--- src/rtl/rs_scheduler.sv ---
// Allocation/dispatch controller for one FU's reservation stations:
// lowest-free allocation on issue, oldest-ready dispatch with a sticky handshake lock.
module rs_scheduler #(
    parameter int N_RS = 3,
    parameter int ID_W = 3
) (
    input  logic            clk,
    input  logic            rst_n,
    input  logic            flush,
    input  logic            issue_valid,
    output logic            issue_ready,
    output logic            alloc_en,
    output logic [ID_W-1:0] alloc_id,
    input  logic [N_RS-1:0] entry_ready,
    output logic            fu_valid,
    output logic [ID_W-1:0] fu_id,
    input  logic            fu_ready,
    output logic [N_RS-1:0] busy_vec,
    output logic [ID_W-1:0] free_count
);

    function automatic logic [ID_W-1:0] popcount(input logic [N_RS-1:0] v);
        logic [ID_W-1:0] cnt;
        cnt = {ID_W{1'b0}};
        for (int i = 0; i < N_RS; i++) begin
            cnt = cnt + ID_W'(v[i]);
        end
        return cnt;
    endfunction

    logic [N_RS-1:0] busy_r;
    logic [N_RS-1:0] older_r [N_RS];
    logic            lock_r;
    logic [ID_W-1:0] locked_id_r;

    logic [N_RS-1:0] busy_n;
    logic [N_RS-1:0] older_n [N_RS];
    logic            lock_n;
    logic [ID_W-1:0] locked_id_n;

    logic [N_RS-1:0] elig_s;
    logic [N_RS-1:0] blocked_s;
    logic [ID_W-1:0] sel_s;
    logic            fire_s;

    // Allocation side: lowest-index free entry from the registered busy bits
    always_comb begin
        alloc_id = {ID_W{1'b0}};
        for (int i = N_RS - 1; i >= 0; i--) begin
            alloc_id = busy_r[i] ? alloc_id : ID_W'(i);
        end
    end

    assign issue_ready = ~&busy_r;
    assign alloc_en    = issue_valid & issue_ready & ~flush;
    assign busy_vec    = busy_r;
    assign free_count  = ID_W'(N_RS) - popcount(busy_r);
    assign elig_s      = busy_r & entry_ready;

    // An eligible entry is blocked when any other eligible entry is older
    always_comb begin
        blocked_s = {N_RS{1'b0}};
        for (int i = 0; i < N_RS; i++) begin
            for (int j = 0; j < N_RS; j++) begin
                blocked_s[i] = blocked_s[i] | (elig_s[j] & older_r[j][i]);
            end
        end
    end

    // Oldest-ready select; ages are unique so at most one entry is unblocked
    always_comb begin
        sel_s = {ID_W{1'b0}};
        for (int i = 0; i < N_RS; i++) begin
            sel_s = (elig_s[i] & ~blocked_s[i]) ? ID_W'(i) : sel_s;
        end
    end

    // Once offered, a dispatch stays on the same entry until the FU takes it
    always_comb begin
        if (lock_r) begin
            fu_valid = 1'b1;
            fu_id    = locked_id_r;
        end else begin
            fu_valid = |elig_s;
            fu_id    = sel_s;
        end
    end

    assign fire_s = fu_valid & fu_ready;

    // Next-state: allocation stamps the new entry youngest; a fire wipes its row/column
    always_comb begin
        busy_n      = busy_r;
        older_n     = older_r;
        lock_n      = lock_r;
        locked_id_n = locked_id_r;
        if (flush) begin
            busy_n = {N_RS{1'b0}};
            for (int i = 0; i < N_RS; i++) begin
                older_n[i] = {N_RS{1'b0}};
            end
            lock_n = 1'b0;
        end else begin
            for (int i = 0; i < N_RS; i++) begin
                if (alloc_en && (ID_W'(i) == alloc_id)) begin
                    busy_n[i] = 1'b1;
                    for (int j = 0; j < N_RS; j++) begin
                        older_n[j][i] = busy_r[j];
                        older_n[i][j] = 1'b0;
                    end
                end else begin
                    busy_n[i] = busy_n[i];
                end
            end
            if (fire_s) begin
                lock_n = 1'b0;
                for (int i = 0; i < N_RS; i++) begin
                    if (ID_W'(i) == fu_id) begin
                        busy_n[i] = 1'b0;
                        for (int j = 0; j < N_RS; j++) begin
                            older_n[i][j] = 1'b0;
                            older_n[j][i] = 1'b0;
                        end
                    end else begin
                        busy_n[i] = busy_n[i];
                    end
                end
            end else if (fu_valid) begin
                lock_n      = 1'b1;
                locked_id_n = fu_id;
            end else begin
                lock_n = lock_r;
            end
        end
    end

    // State registers
    always_ff @(posedge clk or negedge rst_n) begin
        if (!rst_n) begin
            busy_r      <= {N_RS{1'b0}};
            lock_r      <= 1'b0;
            locked_id_r <= {ID_W{1'b0}};
            for (int i = 0; i < N_RS; i++) begin
                older_r[i] <= {N_RS{1'b0}};
            end
        end else begin
            busy_r      <= busy_n;
            lock_r      <= lock_n;
            locked_id_r <= locked_id_n;
            for (int i = 0; i < N_RS; i++) begin
                older_r[i] <= older_n[i];
            end
        end
    end

endmodule

--- config.mk ---
export PLATFORM = sky130hd
export DESIGN_NAME = rs_scheduler
export DESIGN_NICKNAME = d
export VERILOG_FILES = /design/src/rtl/rs_scheduler.sv
export SDC_FILE = /design/constraint.sdc
export NUM_CORES = 1
export LEC_CHECK = 0
export CAP_MARGIN = 20
export CORE_MARGIN = 1.5
export CORE_UTILIZATION = 41
export CTS_CLUSTER_DIAMETER = 100
export CTS_CLUSTER_SIZE = 40
export DETAILED_ROUTE_END_ITERATION = 7
export PLACE_DENSITY = 0.73
export SETUP_SLACK_MARGIN = 0.3
export SYNTH_ARGS = -nofsm -noshare
export SYNTH_HDL_FRONTEND = slang
export SYNTH_SLANG_ARGS = --single-unit
--- constraint.sdc ---
create_clock -name clk -period 1.7 [get_ports clk]
set_input_delay 0.34 -clock clk [delete_from_list [all_inputs] [get_ports clk]]
set_output_delay 0.34 -clock clk [all_outputs]
set_load 0.02 [all_outputs]
==> results of run 1 <==
[final cells by class]
type	instances	area share
Sequential cell	13	0.204
Timing Repair Buffer	60	0.355
Tap cell	25	0.0193
Clock buffer	3	0.0139
Clock inverter	1	0.00310
Multi-Input combinational cell	58	0.386
Inverter	8	0.0186
[worst max-delay path, cell delays in order, from the launching register on]
cell,delay (ns)
dfrtp_2,0.44
buf_6,0.13
a222oi_1,0.47
buf_4,0.21
buf_6,0.09
buf_6,0.11
a21oi_2,0.05
o2111a_2,0.19
nor4b_4,0.23
[power groups by stage]
stage	combinational, mW	sequential, mW	clock [mW]
2_1_floorplan	0.0859	0.348	0
3_3_place_gp	0.203	0.339	0
3_5_place_dp	0.209	0.340	0
4_1_cts	0.269	0.335	0.202
5_1_grt	0.333	0.340	0.204
6_report	0.317	0.338	0.192
[placed cells by master (no fill, tap or decap), types with 3 or more instances in the layout]
cell             synthesis  layout
buf_4                    2      27
buf_6                    0      24
dfrtp_1                 13      10
inv_1                    8       6
nand2_1                  6       5
nor2_1                   5       4
a21oi_2                  0       4
clkdlybuf4s50_1          0       4
a211oi_2                 0       3
dfrtp_2                  0       3
clkbuf_4                 0       3
dlygate4sd2_1            0       3
[path summary, 6_finish.rpt]
path	from	endpoint	depth (start not counted)
setup / recovery	busy_vec[1]	older_r[2]	8
hold / removal	rst_n	older_r[8]	1
min in group clk	locked_id_r[1]	locked_id_r[1]	1
hold reg to reg	locked_id_r[1]	locked_id_r[1]	1
setup reg to reg	busy_vec[1]	older_r[2]	8
max in group asynchronous	rst_n	busy_vec[1]	1
[metrics by stage]
| stage | util | cell area (um2) |
|---|---|---|
| 3_3_place_gp | 0.704 | 1250 |
| 4_1_cts | 0.845 | 1510 |
| 5_1_grt | 0.907 | 1620 |
| 3_5_place_dp | 0.704 | 1250 |
| 2_1_floorplan | - | 841 |
| 6_report | 0.907 | 1620 |
[synthesized netlist by cell type]
library cell  instances  share of area
o21ai_0               1         0.0062
o2111a_2              1          0.015
nor4b_2               1          0.019
nor2_2                1         0.0077
o311a_1               1          0.012
dfrtp_1              13           0.40
or2_2                 2          0.015
buf_4                 2          0.019
o221a_2               1          0.014
nor2_1                5          0.023
nor4_4                1          0.026
buf_2                 1         0.0062
inv_1                 8          0.037
nor4_1                1         0.0077
a21o_2                1          0.011
o41ai_4               1          0.034
ha_1                  1          0.015
a222oi_1              1          0.012
mux2_2                1          0.014
nand2b_1              2          0.015
mux2i_1               1          0.012
nand3_1               4          0.025
or3_1                 1         0.0077
a21oi_1               6          0.037
a21bo_2               1          0.012
and2_1                1         0.0077
fa_1                  1          0.025
and3_1                2          0.015
o21ai_2               1          0.011
a41oi_1               1          0.011
nor4bb_1              1          0.012
conb_1                1         0.0046
nand4b_1              1          0.011
a211oi_1              3          0.028
and4bb_2              1          0.015
nand2_1               6          0.028
nor2b_1               2          0.015
o2bb2ai_1             1          0.011
[kinds of logic after synthesis]
family	count (synthesis)	share of synthesized area
and+or+nand+nor	32	0.252
adders and majority gates	2	0.0401
DFF	13	0.401
other	1	0.00463
muxes	2	0.0262
buffers and inverters	11	0.0617
AOI/OAI and AO/OA	20	0.215
[state kept, by name, summed over array words and instances, names as in the netlist]
| register | cells |
|---|---|
| lock_r | 1 |
| older_r | 6 |
| locked_id_r | 3 |
| busy_vec | 3 |
[what timing repair did]
action                                 4_1_cts  5_1_grt
endpoints found under the hold margin        0        0
buffers inserted                             9        4
pin swaps                                   18        7
resized for setup                          108       17
setup endpoints to repair                   25       26
[layer usage]
metal / vias to the layer above / share of wire / global-route usage
li1: 421 / - / -
met1: 472 / 0.42 / 0.399
met2: 44 / 0.50 / 0.519
met3: 16 / 0.051 / 0.0868
met4: 0 / 0.029 / 0.128
met5: - / 0 / 0
==> results.md, run 1 <==
- Hold buffers post-CTS: 0
- Syn_area_per_cell: 10.0 um2
- Worst R2R Setup Slack: -0.30 ns
- PD cells: 525 mW/mm2
- Endpoints failing hold: 0
- Drt first pass iters: 4
- Outcome: complete, but fails checks
- Seq cells post-synth: 13
- Worst endpoint data arrival time: between 2 and 2.5 ns
- Global-route wire length before repair: 4730 um
- Post-Route WL: 3760 um
- RSZ-0062 raised after global routing: true
- Worst path required time: 1.89 ns
- GP Congestion: 0.807
- I/O Buffers: 20
- Tcrit/Tclk final: 1.18
- Final setup margin: -0.301 ns
- Iteration-0 DRC Markers: 40
- Power share of the combinational group: 0.374
- WS Path Type: flip-flop to flip-flop
- Fin cells: roughly 170
- Die area: 0.00225 mm2
- GRT Util Overall: 0.318
- Clk root buf: clkbuf_4
- Design Power: 0.848 mW
- Pins Over Slew Limit: 0
- Unique masters post-synth: 38
- Post-Syn Area: 811 um2
- Clock skew: around 0.0017 ns
- Fillers: 68
- Area occupied by multi-input gates: 624 um2
- Pint: 0.571 mW
- Cts bufs inserted: 3
- Clock buffer depth: 2
- DR vias/cell: 5.67
- # rows: 15
- Layout cell share with drive strength beyond 1: 0.685
- Clk sink count: 13
- Vias in the first global route: slightly below 1k
- H-tree depth: 1
- Reg clk slew, reported paths: roughly 0.08 ns
- Antenna diodes: 0
- Max Fclk: between 0.4 and 0.5 GHz
- Initial antenna violation count: 0
- VDD IR max: 0.522 mV
- CORE AREA: 0.00178 mm2
- Final setup viols: 20
- Leakage power: just over 0.7 nW
- Starting Density: 0.455
- Tightest Hold Check Type: input port to asynchronous set/reset pin
- Critical path endpoint category: flip-flop
- Pin count of the biggest net entering global routing: 14
- Die Y: 47.5 um
- Clk network pwr share: 0.227
- Post-synthesis sequential area ratio: 0.401
- Num ports: 23
- Critical Path Source Type: flip-flop
- Worst slack, placed: -0.694 ns
- Synth warn: 0
- Sum Neg Setup Slack: -3.72 ns
- WHS: 0.434 ns
- Actual slew at the worst max-slew pin: 0.599 ns
- Sequential share of power: 0.399
- Reg area: between 300 and 400 um2
- Area Growth Syn to Fin: 99.4%
- Final nets: around 150
- CTS tree: yes
- Per-cell routed wire length: 22.4 um
- DP HPWL: 1790 um
- Max FO, Critical Path: 4
- Die W: roughly 47 um
- GR Overflow Total: 0
- Via count: around 950
- Inst Count DP: 151
- Max Cap Violations: 0
- Sw Pwr: between 0.2 and 0.3 mW
- Final ANT Viol Nets: 0
- Normalized max-slew margin: 0.599
- Switching portion of total power: 0.327
- Clk_lat worst skew: 0.28 ns
- Syn Inst Count: 81
- Post-route minimum period: 2.00 ns
- Failing checks: negative setup slack
- DRC violations left: 0
No activity file was read; power rests on OpenSTA's default activity.
==> run 2, diff against run 1 <==
Settings changed: ABC_AREA from default to 1, CORE_UTILIZATION 41 to 42, PLACE_DENSITY 0.73 to 0.74, SLEW_MARGIN from default to 20.
==> run 2 against run 1 <==
Largest power group unchanged. The run still ends with negative setup slack left. First-iteration DRC count shrank 35%. Synthesized area grew 1.7%. Core utilization shrank 6.7 points. Sequential power grew 2%. Register-to-register slack gained 0.31 ns. Clock power grew 7%. Critical path type is now input port to output port. Sequential share of layout area grew 1.6 points. Clock-buffer cell count grew 1. Sequential cell count is the same. Combinational power shrank 5%. Cell area shrank 7.4%.
==> results.md, run 2 <==
- DP HPWL: roughly 1700 um
- Antenna diodes: 0
- Layout cell share with drive strength beyond 1: 0.588
- Via count: 999
- Critical path endpoint category: output port
- Per-cell routed wire length: ~19 um
- Cts bufs inserted: 3
- Clk_lat worst skew: 0.29 ns
- GRT Util Overall: 0.270
- Critical Path Source: entry_ready[0]
- Tcrit/Tclk final: 1.08
- Global-route wire length before repair: 4060 um
- Hold buffers post-CTS: 0
- Synth Area in Simple Gates: 0.375
- PD cells: around 570 mW/mm2
- Seq cells post-synth: 13
- Synth Area in Compound Gates: 0.0865
- Outcome: complete, but fails checks
- Most common cell after layout, fill and taps aside: buf_4
- Final setup margin: -0.139 ns
- Endpoints failing hold: 0
- Synth warn: 0
- VDD IR max: 0.454 mV
- H-tree depth: 1
- Post-Syn Area: 825 um2
- Drt first pass iters: 5
- Clock buffer depth: 2
- Synth Area in XOR/XNOR: 0
- Post-route minimum period: 1.84 ns
- Dominant cell type by area after synthesis: dfrtp_1
- Non-Filler Cell Area, Final: roughly 0.0015 mm2
- Worst endpoint data arrival time: 1.50 ns
- Final setup viols: 7
- Max Fclk: roughly 0.54 GHz
- DR vias/cell: 5.40
- Largest family of logic cells by synthesized area: simple AND/OR/NAND/NOR gates
- Iteration-0 DRC Markers: 26
- Die W: around 47 um
- CORE AREA: 0.00178 mm2
- GP Congestion: 0.804
- Pin count of the biggest net entering global routing: 14
- Post-synthesis sequential area ratio: 0.395
- Clk sink count: 13
- Final ANT Viol Nets: 0
- Critical Path Source Type: input port
- Placed Area: 0.00125 mm2
- Post-synthesis mux area share: 0
- WS Path Type: input port to output port
- Syn_area_per_cell: 7.93 um2
- Max Cap Violations: 0
- Initial antenna violation count: 0
- Adder-Cell Fraction of Synth Area: 0.0395
- FF-to-FF Start: busy_vec[2]
- Post-Route WL: 3470 um
- Final nets: between 150 and 200
- Worst path required time: roughly 1.4 ns
- Largest register FFs: 6
- Cell mode on critical path: nand2_2
- WHS: around 0.35 ns
- Failing checks: negative setup slack
- Unique masters post-synth: 25
- # rows: 15
- Count leader, synth: nand2_1
- Design Power: ~0.85 mW
- Area Growth Syn to Fin: 81.6%
- Worst R2R Setup Slack: 0.01 ns
- Clock skew: a little under 0.01 ns
- Num ports: 23
- Leakage power: between 0.7 and 0.8 nW
- Largest Register: older_r
- Pins Over Slew Limit: 0
- RSZ-0062 raised after global routing: true
- DRC violations left: 0
- Starting Density: 0.462
- Vias in the first global route: 920
- CP max-delay cell: clkdlybuf4s50_1
- Sum Neg Setup Slack: -0.613 ns
- CP Buf/Inv Count: 2
- Top post-synthesis cells by count: nand2_1 (25), inv_1 (14), dfrtp_1 (13), nor2_1 (10), nand3_1 (8)
- Ys flop type: dfrtp_1
- Post-synth top area share: 0.395
- Worst path max stage delay: 0.55 ns
- Die Y: 47.3 um
- Crit-path cells: clkdlybuf4s50_1 > nand3_1 > nand3_4 > nand2_2 > nand2_2 > buf_6
- Syn Inst Count: 104
- Synth top area cells: dfrtp_1 (39%), nand2_1 (11%), inv_1 (6.4%)
- GR Overflow Total: 0
- Ys async rst share: 1.00
- Crit path max-delay family: buffers and inverters
- Die area: roughly 0.0022 mm2
- Tightest Hold Check Type: input port to asynchronous set/reset pin
- Clk root buf: clkbuf_4
- CTS tree: yes
- Max FO, Critical Path: 3
- EDFF count, synth: 0
- I/O Buffers: 20
- Fillers: 99
- Reg clk slew, reported paths: around 0.090 ns
- Most frequent cells in the layout: buf_4 (23), buf_6 (22), nand2_1 (18), dfrtp_1 (10), inv_1 (9)
==> run 2: changes by cell type in the layout (fill, tap and decap cells not counted), moves of 3 or more <==
| cell | previous run | this run |
|---|---|---|
| a211oi_2 | 3 | 0 |
| buf_4 | 27 | 23 |
| inv_1 | 6 | 9 |
| inv_2 | 2 | 7 |
| nand2_1 | 5 | 18 |
| nand2_2 | 1 | 8 |
| nand2_4 | 0 | 3 |
| nand3_1 | 2 | 5 |
| nor2_2 | 0 | 5 |
==> run 2: metal layers <==
layer	track usage	share of wire	wire length [um]
met1	0.280	0.37	1280
met2	0.511	0.52	1820
met3	0.0577	0.074	256
met4	0.122	0.032	110
met5	0	0	0
==> run 2: final timing paths <==
kind / endpoint / depth (start not counted)
worst max-delay path: fu_id[0] / 6
worst min-delay path: lock_r / 2
worst max register to register: older_r[7] / 12
worst min register to register: locked_id_r[2] / 2
max in group asynchronous: busy_vec[2] / 2
min in group clk: locked_id_r[2] / 2
==> run 2: layout make-up <==
cell class	instances	area [um2]	share of cell area
multi-input combinational	72	529	0.353
timing repair buffer	53	507	0.338
sequential	13	329	0.220
inverter	18	75.1	0.0501
tap	25	31.3	0.0209
clock buffer	4	26.3	0.0175
==> run 2: timing repair <==
item,4_1_cts,5_1_grt
buffers inserted,6,2
resized for setup,98,23
endpoints found under the setup margin,26,26
pin swaps,11,11
==> run 2: logic make-up after synthesis <==
| group | count (synthesis) |
|---|---|
| other cells | 1 |
| simple gates | 57 |
| fa+ha+maj | 2 |
| buf+inv | 20 |
| flops | 13 |
| compound gates | 11 |
==> run 2: worst register-to-register path, cell delays in order, from the launching register on <==
cell and delay [ns]:
dfrtp_2 0.46, buf_4 0.17, inv_1 0.05, ha_2 0.18
nand2_2 0.07, inv_2 0.07, buf_4 0.11, nor2_2 0.04
a21oi_2 0.18, nand2_1 0.11, nand2_1 0.08, nand2_1 0.06
inv_1 0.06
==> run 2: through the flow <==
| step | setup WS [ns] | instances | utilization |
|---|---|---|---|
| after floorplan | 0.255 | 105 | - |
| after global placement | -0.497 | 173 | 0.702 |
| after detailed placement | -0.523 | 173 | 0.702 |
| after CTS | -0.0533 | 183 | 0.791 |
| after global routing | -0.197 | 185 | 0.840 |
| final | -0.139 | 185 | 0.840 |
==> run 2: power by group <==
| part | leakage, nW | switching [mW] | total, mW | internal (mW) |
|---|---|---|---|---|
| Combinational | 0.594 | 0.161 | 0.300 | 0.139 |
| Sequential | 0.172 | 0.0167 | 0.345 | 0.328 |
| Clock | 0.0150 | 0.114 | 0.205 | 0.0912 |
==> run 3, diff against run 2 <==
Settings changed: CTS_CLUSTER_DIAMETER 100 to 30.
Clock period 1.7 ns to 1.6 ns, I/O delays scaled along.
==> run 3 against run 2 <==
The run still ends with negative setup slack left. Power grew 18%. Clock-buffer cell count unchanged. Global-route usage rose by 12 points. Sequential power increased by 8.1%. Clock skew rose by 0.0053 ns. Combinational power rose by 37%. Non-clock buffer count increased by 14. Critical path type is now flip-flop to output port. Setup slack worse by 0.056 ns.
==> results.md, run 3 (synthesized netlist as in run 2, its figures left out) <==
- R2r worst-path depth: 9
- # rows: 15
- Final setup margin: -0.194 ns
- Pin count of the biggest net entering global routing: 14
- GR Overflow Total: 0
- Clk root buf: clkbuf_4
- Reg clk slew, reported paths: 0.09 ns
- Vias in the first global route: 1089
- Max FO, Critical Path: 3
- Die W: 47.3 um
- Drt first pass iters: 7
- VDD IR max: 0.582 mV
- Fillers: 30
- Cts bufs inserted: 3
- Pins Over Slew Limit: 0
- Final ANT Viol Nets: 0
- Num ports: 23
- Outcome: complete, but fails checks
- Sum Neg Setup Slack: -2.08 ns
- Starting Density: 0.462
- Power share of the combinational group: 0.412
- Initial antenna violation count: 0
- Tcrit/Tclk final: 1.12
- Via count: 1216
- Final nets: 185
- Reg area: 329 um2
- Endpoints failing hold: 0
- PD cells: 577 mW/mm2
- Max Cap Violations: 0
- WS Path Type: flip-flop to output port
- Actual slew at the worst max-slew pin: 0.543 ns
- Tightest Hold Check Type: input port to asynchronous set/reset pin
- Max Fclk: approximately 0.56 GHz
- Crit-path cells: fa_2 > inv_2 > buf_6
- Sequential share of power: 0.373
- Worst endpoint data arrival time: 1.47 ns
- Iteration-0 DRC Markers: 91
- Die Y: 47.3 um
- Sw Pwr: ~0.37 mW
- Crit path max-delay family: adder cells
- Pint: 0.631 mW
- Post-route minimum period: 1.79 ns
- CP Buf/Inv Count: 2
- Clk_lat worst skew: around 0.29 ns
- Failing checks: negative setup slack
- Critical Path Source Type: flip-flop
- DR vias/cell: 6.11
- RSZ-0062 raised after global routing: true
- Largest Register: older_r
- Layout cell share with drive strength beyond 1: 0.701
- Antenna diodes: 0
- Clock skew: between 0.015 and 0.02 ns
- GP Congestion: 0.790
- FF-to-FF End: older_r[5]
- I/O Buffers: 20
- Post-Route WL: between 5000 and 6000 um
- Final setup viols: 19
- GRT Util Overall: 0.389
- CTS tree: yes
- Area Growth Syn to Fin: 110%
- DP HPWL: ~1800 um
- Switching portion of total power: 0.369
- Most frequent cells in the layout: buf_6 (30), buf_4 (30), nand2_1 (14), inv_2 (12), dfrtp_1 (10)
- Die area: 0.00224 mm2
- Worst R2R Setup Slack: -0.15 ns
- CP max-delay cell: fa_2
- Clk network pwr share: 0.215
- CORE AREA: 0.00178 mm2
- Normalized max-slew margin: 0.634
- DRC violations left: 0
- H-tree depth: 1
- Worst path max stage delay: around 0.56 ns
- Critical path endpoint category: output port
- Global-route wire length before repair: 5710 um
- Clock buffer depth: 2
- Clk sink count: 13
- Per-cell routed wire length: between 20 and 30 um
- FF-to-FF Start: busy_vec[0]
- Fin util: 0.973
- Largest register FFs: 6
- Area occupied by multi-input gates: 642 um2
- Leakage power: 0.877 nW
- Worst path required time: roughly 1.3 ns
## run 3: cell count changes in the layout (fill, tap and decap cells not counted), sizes merged
cell	delta
buf	+14
clkdlybuf4s50	-1
dlygate4sd2	+1
## run 3: cell type report
type                       instances  share of cell area
clock buffer                       4              0.0152
inverter                          18              0.0418
timing repair buffer              67               0.365
sequential                        13               0.190
multi-input combinational         72               0.370
tap                               25              0.0180
## run 3: power groups by stage
stage | Clock [mW] | Sequential, mW | Combinational, mW
after global placement | 0 | 0.369 | 0.245
after CTS | 0.216 | 0.363 | 0.318
after global routing | 0.224 | 0.373 | 0.423
after floorplan | 0 | 0.378 | 0.104
final | 0.215 | 0.373 | 0.412
after detailed placement | 0 | 0.370 | 0.253
## run 3: how the worst max path moves through the flow
stage	start	endpoint	slack, ns	cells past startpoint
final	busy_vec[0]	free_count[0]	-0.19	3
after floorplan	busy_vec[1]	older_r[1]	0.16	6
after global placement	entry_ready[2]	fu_id[1]	-0.56	6
after global routing	busy_vec[1]	free_count[0]	-0.22	3
after CTS	busy_vec[1]	free_count[0]	-0.15	3
after detailed placement	entry_ready[2]	fu_id[1]	-0.59	6
## run 3: repair_timing
item                                    4_1_cts  5_1_grt
hold buffers                                  0        0
endpoints found under the setup margin       26       26
buffers inserted                              9        7
pin swaps                                    17       16
hold endpoints to repair                      0        0
gates resized for setup                     118       34
## run 3: metrics by stage
stage | setup WS, ns | cells | total power [mW] | hold WS [ns] | cell area [um2]
after global placement | -0.556 | 179 | 0.614 | 0.449 | 1300
after floorplan | 0.165 | 105 | 0.482 | 0.0244 | 847
after global routing | -0.222 | 199 | 1.02 | 0.485 | 1730
after detailed placement | -0.586 | 179 | 0.623 | 0.451 | 1300
after CTS | -0.149 | 192 | 0.897 | 0.350 | 1550
final | -0.194 | 199 | 1.00 | 0.453 | 1730
## run 3: layer usage
metal | vias up | global-route usage | wire length [um]
li1 | 466 | - | -
met1 | 546 | 0.460 | 1710
met2 | 154 | 0.649 | 2200
met3 | 50 | 0.0692 | 740
met4 | 0 | 0.239 | 408
met5 | - | 0 | 0
